--- config.mk ---
export PLATFORM = sky130hd
export DESIGN_NAME = serial_adder_ctrl
export DESIGN_NICKNAME = d
export VERILOG_FILES = /design/src/rtl/serial_adder_ctrl.sv
export SDC_FILE = /design/constraint.sdc
export NUM_CORES = 1
export LEC_CHECK = 0
export BUFFER_PORTS_ARGS = -buffer_cell sky130_fd_sc_hd__buf_4
export CAP_MARGIN = 5
export CORE_ASPECT_RATIO = 0.75
export CORE_MARGIN = 3
export CORE_UTILIZATION = 49
export CTS_CLUSTER_DIAMETER = 150
export DETAILED_ROUTE_END_ITERATION = 12
export HOLD_SLACK_MARGIN = 0.1
export PLACE_DENSITY = 0.74
export SYNTH_ARGS = -nofsm -noshare
export SYNTH_HDL_FRONTEND = slang
export SYNTH_SLANG_ARGS = --single-unit
export TNS_END_PERCENT = 5
--- constraint.sdc ---
create_clock -name clk -period 1.4 [get_ports clk]
set_input_delay 0.21 -clock clk [delete_from_list [all_inputs] [get_ports clk]]
set_output_delay 0.21 -clock clk [all_outputs]
set_load 0.01 [all_outputs]
--- src/rtl/serial_adder_ctrl.sv ---
// Bit-serial adder sequencer: feeds a single 1-bit full adder one operand bit
// per clock (LSB first) and presents the WIDTH-bit sum and carry-out.

module adder (
   input  logic x,
   input  logic y,
   input  logic cin,
   output logic s,
   output logic cout
);
   assign s    = x ^ y ^ cin;
   assign cout = (x & y) | (cin & (x ^ y));
endmodule

module serial_adder_ctrl #(
   parameter int WIDTH = 8
) (
   input  logic             clk,
   input  logic             rst_n,
   input  logic             start,
   input  logic [WIDTH-1:0] a,
   input  logic [WIDTH-1:0] b,
   input  logic             cin,
   output logic             busy,
   output logic             done,
   output logic [WIDTH-1:0] sum,
   output logic             cout
);
   localparam int CNT_W = (WIDTH > 1) ? $clog2(WIDTH) : 1;

   typedef enum logic [1:0] {IDLE, RUN, DONE} state_t;

   state_t           state_q, state_d;
   logic [WIDTH-1:0] op_a, op_b, res;
   logic             carry;
   logic [CNT_W-1:0] cnt;
   logic             fa_s, fa_cout;
   logic             last_bit;

   adder u_fa (
      .x    (op_a[0]),
      .y    (op_b[0]),
      .cin  (carry),
      .s    (fa_s),
      .cout (fa_cout)
   );

   assign last_bit = (cnt == CNT_W'(WIDTH - 1));

   always_ff @(posedge clk or negedge rst_n) begin
      if (!rst_n) state_q <= IDLE;
      else        state_q <= state_d;
   end

   always_comb begin
      state_d = state_q;
      busy    = 1'b0;
      done    = 1'b0;
      unique case (state_q)
         IDLE: if (start) state_d = RUN;
         RUN: begin
            busy = 1'b1;
            if (last_bit) state_d = DONE;
         end
         DONE: begin
            done    = 1'b1;
            state_d = IDLE;
         end
         default: state_d = IDLE;
      endcase
   end

   // Operands shift out LSB first; the sum bit enters at the top of res so
   // that after WIDTH shifts res holds the full result in natural order.
   always_ff @(posedge clk or negedge rst_n) begin
      if (!rst_n) begin
         op_a  <= '0;
         op_b  <= '0;
         res   <= '0;
         carry <= 1'b0;
         cnt   <= '0;
         sum   <= '0;
         cout  <= 1'b0;
      end else begin
         unique case (state_q)
            IDLE: begin
               if (start) begin
                  op_a  <= a;
                  op_b  <= b;
                  carry <= cin;
                  cnt   <= '0;
               end
            end
            RUN: begin
               res   <= {fa_s, res[WIDTH-1:1]};
               op_a  <= {1'b0, op_a[WIDTH-1:1]};
               op_b  <= {1'b0, op_b[WIDTH-1:1]};
               carry <= fa_cout;
               cnt   <= cnt + CNT_W'(1);
               if (last_bit) begin
                  sum  <= {fa_s, res[WIDTH-1:1]};
                  cout <= fa_cout;
               end
            end
            default: ;
         endcase
      end
   end
endmodule
==> impl_results.md, run 1 <==
- Routed vias/inst: 5.65
- Yosys top cell by area: dfrtp_1
- Largest net degree at the start of global routing: 39
- Peak VDD IR: 1.01 mV
- Syn nets: 176
- Sequential share of power: 41.8%
- Leakage: 1.01 nW
- Syn Inst Count: 153
- All-Layer GR Usage: 19.3%
- First-pass GRT wire length: 6240 um
- Met2 WL: 1750 um
- FP Rows: 17
- Synth top area share: 55.9%
- Logic gate share of total power: 39.3%
- Req. time, crit path: 1.58 ns
- Via count: 1289
- CP cell instances: ha_1, ha_4, nand2_4, mux2_4
- Routed Antenna Nets: 0
- Arrival time at the worst endpoint: 1.53 ns
- F_max: 740 MHz
- WL met1: 1730 um
- Starting Density: 54.4%
- DRC viols: 0
- Grt total ovfl: 0
- Post-Syn Area per Cell: 11.1 um2
- Total Power: 4.79 mW
- Power per cell area: 2270 nW/um2
- Detailed Place HPWL: 2450 um
- CTS Root Cell: clkbuf_8
- Clk_lat worst skew: 0.29 ns
- Die height: 57.0 um
- Commonest cells in the netlist: dfrtp_1, o22ai_1, nand2_1, a21oi_1, mux2_4
- Max Transition Viols Final: 0
- Crit path max fanout: 5
- EDFF count, synth: 0
- Clock tree sinks: 38
- Primary FF master, synth: dfrtp_1
- Power Internal: 3.08 mW
- Num CTS Buffers: 5
- Synthesis-to-layout area growth: 24.2%
- Detailed Route WL: 3700 um
- Non-Filler Instances: 228
- CTS tree: done
- Final GP Congestion: 0.771
- Clock Path Buffers: 2
- Top cells by area, synth: dfrtp_1, o22ai_1, mux2_4
- Final Cycle Share: 96.6%
- Crit-path max cell delay: 0.39 ns
- DR pass1 iterations: 4
- Tightest hold margin: 0.181 ns
- Die width: 74.0 um
- Buffers & Inverters on Critical Path: 0
- Fin nets: 212
- Max Clock Skew: 0.00408 ns
- Starting DRT DRC Count: 144
- IO Pins: 31
- Max Used Layer: met4
- Min-Delay Path Class: primary input to flop
- Initial antenna violation count: 0
- Maxcap violations: 0
- Status: completed
- Worst Max-Slew Pin Slew: 0.470 ns
- Part of the power in the clock network: 18.9%
- Detailed-route wire length per cell: 16.2 um
- Vias in the first global route: 1321
- Port bufs: 30
- Number of synthesis warnings: 0
- Count leader, synth: dfrtp_1
- Die ar.: 4220 um2
- H-tree depth: 2
- Place WS: -0.00846 ns
- Clk slew on worst S/H paths: 0.08 ns
- Synthesized area: 1700 um2
- Register area share after synthesis: 55.9%
- Core area: 3130 um2
- Unrepaired setup endpoints after global routing: yes
- Inst Count DP: 217
- Switch share: 35.7%
- Crit path max-delay family: adder cells
- Met3 wire len: 192 um
- Cell at the slowest stage of the critical path: dfrtp_1
- Startpoint types: flop
- Setup WS post-layout: 0.0477 ns
- # diodes: 0
- Layout cells sized above 1: 33.2%
- Min Tclk post-route: 1.35 ns
- Fin. Hold Viols: 0
- Distinct cell type count after synthesis: 24
- CP Class: flop to flop
- Fin Setup TNS: 0 ns
- Number of fill cells: 231
- Fraction of registers with async set/reset: 100%
- Final setup fails: 0
- Crit. End Element: flop
- Slew headroom: 68.6%
- NetSw: 1.71 mW
- Yosys reg bits: 38
-- area by class of cell --
type                    count  area [um2]  share of cell area [%]
flip-flops and latches     38         952                    45.1
multi-input cells         101         687                    32.5
repair buffers             39         295                    14.0
clock buffers               5        68.8                    3.26
well taps                  38        47.5                    2.25
clock inverters             3        40.0                    1.89
inverters                   4        22.5                    1.07
-- sequential cells by signal, indices dropped and copies added (netlist names) --
| register | cells |
|---|---|
| carry | 1 |
| cnt | 3 |
| res | 7 |
| cout | 1 |
| sum | 8 |
| op_a | 8 |
| op_b | 8 |
| state_q | 2 |
-- routing by layer --
layer / up-vias / GRT usage (%)
li1: 619 / -
met1: 635 / 26.7
met2: 31 / 30.1
met3: 4 / 5.46
met4: 0 / 4.91
met5: - / 0
-- through the flow --
| step | utilization, % | area, um2 |
|---|---|---|
| after global routing | 67.6 | 2110 |
| after floorplan | - | 1700 |
| after CTS | 66.8 | 2090 |
| after detailed placement | 62.6 | 1960 |
| final | 67.6 | 2110 |
| after global placement | 62.6 | 1960 |
-- logic make-up (layout without fill, tap and decap cells) --
| family | count (synthesis) | after routing | share of synthesized area (%) |
|---|---|---|---|
| fa+ha+maj | 3 | 3 | 2.65 |
| simple gates | 36 | 37 | 10.4 |
| compound gates | 52 | 52 | 17.8 |
| flops | 38 | 38 | 55.9 |
| buf+inv | 15 | 51 | 5.29 |
| mux | 9 | 9 | 7.94 |
-- cell usage in the layout (no fill, tap or decap), drive strengths merged --
| cell type | synthesis | layout |
|---|---|---|
| a21oi | 16 | 16 |
| a22o | 2 | 2 |
| buf | 9 | 38 |
| bufinv | 0 | 1 |
| clkbuf | 2 | 5 |
| clkinv | 2 | 3 |
| dfrtp | 38 | 38 |
| dlygate4sd3 | 0 | 1 |
| fa | 1 | 1 |
| ha | 2 | 2 |
| inv | 2 | 3 |
| mux2 | 9 | 9 |
| nand2 | 25 | 26 |
| nand2b | 2 | 2 |
| nor2 | 4 | 4 |
| nor2b | 2 | 2 |
| nor3 | 1 | 1 |
| nor4b | 1 | 1 |
| o21ai | 6 | 6 |
| o22ai | 28 | 28 |
| or2 | 1 | 1 |
-- power groups by stage --
stage	clock network (mW)	logic (mW)	registers (mW)
2_1_floorplan	0	1.27	1.93
3_3_place_gp	0	1.71	1.96
3_5_place_dp	0	1.79	2.01
4_1_cts	0.922	1.84	1.99
5_1_grt	0.961	2.09	2.07
6_report	0.907	1.88	2.00
-- worst min-delay path, stage by stage --
cell and delay [ns]:
buf_4 0.11, nand2_1 0.04, o21ai_0 0.06
-- final timing paths --
| kind | cells past startpoint | end | slack (ns) | from |
|---|---|---|---|---|
| setup reg to reg | 4 | sum[1]$_DFFE_PN0P_ | 0.05 | cnt[0]$_DFFE_PN0P_ |
| setup / recovery | 4 | sum[1]$_DFFE_PN0P_ | 0.05 | cnt[0]$_DFFE_PN0P_ |
| max in group asynchronous | 2 | state_q[0]$_DFFE_PN0P_ | 0.63 | rst_n |
| min in group asynchronous | 2 | op_a[2]$_DFFE_PN0P_ | 0.42 | rst_n |
| hold reg to reg | 2 | res[1]$_DFFE_PN0P_ | 0.49 | res[1]$_DFFE_PN0P_ |
| hold / removal | 3 | op_b[7]$_DFFE_PN0P_ | 0.18 | b[7] |
-- repair_timing --
action	4_1_cts	5_1_grt
gates cloned	1	0
hold buffers	1	0
endpoints found under the setup margin	9	13
hold endpoints to repair	38	0
gates resized for setup	1	4
buffers inserted	0	1
pin swaps	1	1
Power figures use the tool's default switching activity.
==> inputs of run 2 (changes only) <==
- ABC_AREA: not set -> 1
- CORE_UTILIZATION: 49 -> 50
- PLACE_DENSITY: 0.74 -> 0.75
==> run 2 against run 1 <==
  * Combinational power is 25% higher
  * Clock power increased by 0.7%
  * Register-to-register slack better by 0.04 ns
  * Fmax fell by 0.62%
  * Via count increased by 17%
  * Hold slack gained 0.0058 ns
  * Final area increased by 9.5%
  * Count of clock-buffer cells in the layout up 1
  * Total power grew 8.4%
  * Sequential share of layout area down 3.9 points
  * Critical endpoint is now done
==> impl_results.md, run 2 <==
- Clk_lat worst skew: 0.29 ns
- Worst Setup SP: state_q[0]$_DFFE_PN0P_
- Starting DRT DRC Count: 94
- Peak VDD IR: 1.20 mV
- CTS Root Cell: clkbuf_8
- Num CTS Buffers: 5
- IO Pins: 31
- Grt total ovfl: 0
- Clk slew on worst S/H paths: 0.07 ns
- Hold Path End: op_a[7]$_DFFE_PN0P_
- Primary FF master, synth: dfrtp_1
- Initial antenna violation count: 0
- Vias in the first global route: 1411
- Commonest non-fill, non-tap cell in the layout: nand2_1
- Distinct cell type count after synthesis: 19
- Fin nets: 287
- F_max: 735 MHz
- Number of synthesis warnings: 0
- CTS tree: done
- Yosys top cell by area: dfrtp_1
- Via count: 1510
- Largest net degree at the start of global routing: 39
- Fin area: 2310 um2
- Post-Syn Area per Cell: 8.30 um2
- Leakage: 1.29 nW
- Fin. Hold Viols: 0
- All-Layer GR Usage: 19.2%
- Req. time, crit path: 1.19 ns
- Detailed Route WL: 3720 um
- HP Start: a[7]
- Post-synthesis simple-gate area fraction: 26.7%
- Hold Path Cell Cnt: 3
- Worst R2R Start: cnt[0]$_DFFE_PN0P_
- FF-to-FF setup slack: 0.09 ns
- Post-DP Area: 2140 um2
- Min-Delay Path Class: primary input to flop
- Starting Density: 53.9%
- Fraction of registers with async set/reset: 100%
- Min Tclk post-route: 1.36 ns
- Core area: 3400 um2
- Routed vias/inst: 4.79
- Largest family of logic cells by synthesized area: simple AND/OR/NAND/NOR gates
- Final GP Congestion: 0.782
- Syn Inst Count: 221
- Max Transition Viols Final: 0
- Power per cell area: 2240 nW/um2
- Tightest hold margin: 0.186 ns
- Die width: 75.9 um
- Final setup fails: 0
- FP Rows: 18
- DRC viols: 0
- Final Cycle Share: 97.2%
- Crit. End Element: primary output
- Routed Antenna Nets: 0
- Clock Path Buffers: 2
- Synthesized area: 1830 um2
- Largest registers: op_a: 8 flops, op_b: 8 flops, sum: 8 flops
- CP Class: flop to primary output
- Arrival time at the worst endpoint: 1.15 ns
- XOR/XNOR Fraction of Synth Area: 0%
- Adder-cell area share of the yosys netlist: 2.46%
- H-tree depth: 2
- Synthesis-to-layout area growth: 26.2%
- # diodes: 0
- Yosys reg bits: 38
- Top cells by area, synth: dfrtp_1, nand2_1, nand3_1
- Commonest cells in the netlist: nand2_1, inv_1, dfrtp_1, nand3_1, o21ai_0
- Place WS: 0.0358 ns
- Most frequent cells in the layout: nand2_1, buf_4, inv_1, dfrtp_1, nand3_1
- Die ar.: 4440 um2
- Startpoint types: flop
- Maxcap violations: 0
- Worst Max-Slew Pin Slew: 0.474 ns
- EDFF count, synth: 0
- Worst R2R End: sum[7]$_DFFE_PN0P_
- Setup WS post-layout: 0.0393 ns
- Max Clock Skew: 0.00622 ns
- Slew headroom: 68.4%
- Status: completed
- Register area share after synthesis: 51.8%
- Count leader, synth: nand2_1
- Detailed Place HPWL: 2650 um
- Layout cells sized above 1: 25.7%
- Unrepaired setup endpoints after global routing: yes
- Mux contribution to synthesized area: 0%
- Port bufs: 30
- Synth top area share: 51.8%
- First-pass GRT wire length: 6610 um
- Syn nets: 244
- Crit path max fanout: 15
- Clock tree sinks: 38
- Detailed-route wire length per cell: 11.8 um
- Die height: 58.5 um
- R2R cell count: 6
- Compound-Gate Fraction of Synth Area: 6.75%
- DR pass1 iterations: 4
[run 2: cell types whose count changed after synthesis, sizes merged, moves of 9 or more]
cell,previous run,this run
mux2,9,0
inv,2,40
nand2,25,79
o22ai,28,0
a21oi,16,1
nand3,0,31
o21ai,6,17
[run 2: cell type report]
class	instances	area [um2]
fillers	279	1090
flip-flops and latches	38	952
multi-input cells	134	672
repair buffers	45	365
inverters	40	153
clock buffers	6	72.6
well taps	50	62.6
clock inverters	2	37.5
[run 2: logic make-up after synthesis]
group           after synthesis
flops                        38
simple gates                113
buf+inv                      49
fa+ha+maj                     3
compound gates               18
[run 2: metrics by stage]
| step | util [%] | total power, mW | instances | setup TNS, ns |
|---|---|---|---|---|
| after global routing | 68.1 | 5.68 | 315 | -0.0185 |
| after detailed placement | 63.0 | 4.18 | 301 | 0 |
| after global placement | 63.0 | 4.09 | 301 | 0 |
| after floorplan | - | 3.41 | 221 | 0 |
| final | 68.1 | 5.19 | 315 | 0 |
| after CTS | 67.3 | 5.17 | 313 | 0 |
[run 2: per-layer routing]
metal | vias to the layer above | routed length (um) | global-route usage, %
li1 | 759 | - | -
met1 | 715 | 1820 | 26.0
met2 | 32 | 1680 | 29.3
met3 | 4 | 190 | 6.57
met4 | 0 | 27 | 6.98
met5 | - | 0 | 0
[run 2: how the worst max path moves through the flow]
stage                                    end  slack (ns)
after floorplan           sum[4]$_DFFE_PN0P_        0.20
after global placement    sum[5]$_DFFE_PN0P_        0.10
after detailed placement  sum[7]$_DFFE_PN0P_        0.04
after CTS                               busy        0.02
after global routing                    done       -0.02
final                                   done        0.04
[run 2: report_power, final]
part	internal, mW	total [mW]	switching, mW
clock network	0.531	0.913	0.382
registers	1.62	1.93	0.307
logic	1.05	2.35	1.30
total	3.20	5.19	1.99
[run 2: critical path: stages (launching register included)]
cell,delay [ns]
dfrtp_2,0.46
buf_12,0.17
nor2_4,0.11
buf_4,0.12
[run 2: repair_timing]
item                                    CTS  global route
endpoints found under the setup margin    2             8
hold buffers                              1             0
gates resized for setup                   3             3
buffers inserted                          3             2
endpoints found under the hold margin    38             0
pin swaps                                 0             2
==> inputs of run 3 (changes only) <==
- RECOVER_POWER: not set -> 100
==> run 3 against run 2 <==
  * Global-route usage is the same
  * Via count grew 0.33%
  * Clock power is essentially flat
  * Die area is the same
  * Hold slack is essentially flat
  * Setup slack is essentially flat
  * Sequential cell count is the same
  * Non-clock buffer count is the same
  * Fmax is essentially flat
  * Critical path depth is the same
  * Final area shrank 1.7%
  * Core utilization shrank 1.2 points
  * Critical endpoint unchanged
  * Largest cell class unchanged
==> impl_results.md, run 3 (same netlist as run 2, synthesis figures left out) <==
- Core area: 3400 um2
- Worst Max-Slew Pin Slew: 0.925 ns
- Initial antenna violation count: 0
- Vias in the first global route: 1411
- Layout cells sized above 1: 21.9%
- Req. time, crit path: 1.19 ns
- Peak VDD IR: 1.11 mV
- Slew headroom: 38.4%
- CTS Root Cell: clkbuf_8
- Non-Filler Instances: 315
- Min Tclk post-route: 1.36 ns
- Crit path max fanout: 15
- Final Cycle Share: 97.2%
- Largest net degree at the start of global routing: 39
- Fin nets: 287
- First-pass GRT wire length: 6610 um
- IO Pins: 31
- Die ar.: 4440 um2
- Unrepaired setup endpoints after global routing: yes
- Power per cell area: 2240 nW/um2
- Maxcap violations: 0
- Clock Path Buffers: 2
- Min-Delay Path Class: primary input to flop
- Final setup fails: 0
- Clk_lat worst skew: 0.29 ns
- CP Class: flop to primary output
- Startpoint types: flop
- Number of fill cells: 288
- H-tree depth: 2
- Post-route core utilization: 66.9%
- Inst Count DP: 301
- Clock tree sinks: 38
- Port bufs: 30
- Synthesis-to-layout area growth: 24.0%
- Status: completed
- Total Power: 5.09 mW
- DR pass1 iterations: 5
- Leakage: 1.25 nW
- All-Layer GR Usage: 19.2%
- Routed Antenna Nets: 0
- F_max: 735 MHz
- DRC viols: 0
- CP cell instances: buf_12, nor2_4, buf_4
- Grt total ovfl: 0
- Die height: 58.5 um
- Starting DRT DRC Count: 105
- Routed vias/inst: 4.81
- FP Rows: 18
- Max Transition Viols Final: 0
- Fin Setup TNS: 0 ns
- Via count: 1515
- Commonest non-fill, non-tap cell in the layout: nand2_1
- Clk slew on worst S/H paths: 0.07 ns
- Crit. End Element: primary output
- Starting Density: 53.9%
- Cell at the slowest stage of the critical path: dfrtp_2
- Most frequent cells in the layout: nand2_1, inv_1, dfrtp_1
- Max Clock Skew: 0.00581 ns
- Fin. Hold Viols: 0
- Detailed Route WL: 3740 um
- Detailed Place HPWL: 2650 um
- # diodes: 0
- Num CTS Buffers: 5
- Crit-path max cell delay: 0.46 ns
- Largest registers: op_a: 8 flops, op_b: 8 flops, sum: 8 flops
- Final GP Congestion: 0.782
- CTS tree: done
- Arrival time at the worst endpoint: 1.15 ns
- Die width: 75.9 um
- Detailed-route wire length per cell: 11.9 um
[run 3: what timing repair did]
item                                    CTS  global route
hold buffers                              1             0
resized for setup                         3             3
endpoints found under the setup margin    2             8
setup buffers                             3             2
pin swaps                                 0             2
hold endpoints to repair                 38             0
[run 3: final cells by class]
type	count	area [um2]	area share, %
inverters	40	153	6.71
repair buffers	45	325	14.3
multi-input cells	134	672	29.5
well taps	50	62.6	2.75
clock buffers	6	72.6	3.19
flip-flops and latches	38	952	41.9
clock inverters	2	37.5	1.65
[run 3: per-layer routing]
| metal | global-route usage [%] | wire, um | vias to the layer above |
|---|---|---|---|
| li1 | - | - | 757 |
| met1 | 26.0 | 1820 | 713 |
| met2 | 29.3 | 1680 | 41 |
| met3 | 6.57 | 216 | 4 |
| met4 | 6.98 | 27 | 0 |
| met5 | 0 | 0 | - |
[run 3: worst paths after layout]
check	startpoint	to	slack [ns]	depth (start not counted)
setup / recovery	state_q[0]$_DFFE_PN0P_	done	0.04	3
hold / removal	a[7]	op_a[7]$_DFFE_PN0P_	0.19	3
min in group asynchronous	rst_n	sum[3]$_DFFE_PN0P_	0.58	2
hold reg to reg	op_b[5]$_DFFE_PN0P_	op_b[5]$_DFFE_PN0P_	0.48	2
max in group asynchronous	rst_n	state_q[0]$_DFFE_PN0P_	0.19	2
setup reg to reg	cnt[0]$_DFFE_PN0P_	sum[7]$_DFFE_PN0P_	0.09	6
[run 3: worst max-delay path, delay by kind of cell, from the launching register on]
| family | cells | cell delay, ns |
|---|---|---|
| flops | 1 | 0.46 |
| buf+inv | 2 | 0.29 |
| simple gates | 1 | 0.11 |
[run 3: metrics by stage]
step	worst slack (ns)	hold slack, ns	cell area (um2)
CTS	0.0155	0.177	2290
global route	-0.0185	0.187	2270
finish	0.0396	0.186	2270
floorplan	0.204	-0.0856	1830
global placement	0.103	0.207	2140
detailed placement	0.0358	0.203	2140
[run 3: report_power, final]
part | internal (mW) | switching (mW)
clock network | 0.531 | 0.383
logic | 0.954 | 1.30
registers | 1.62 | 0.305
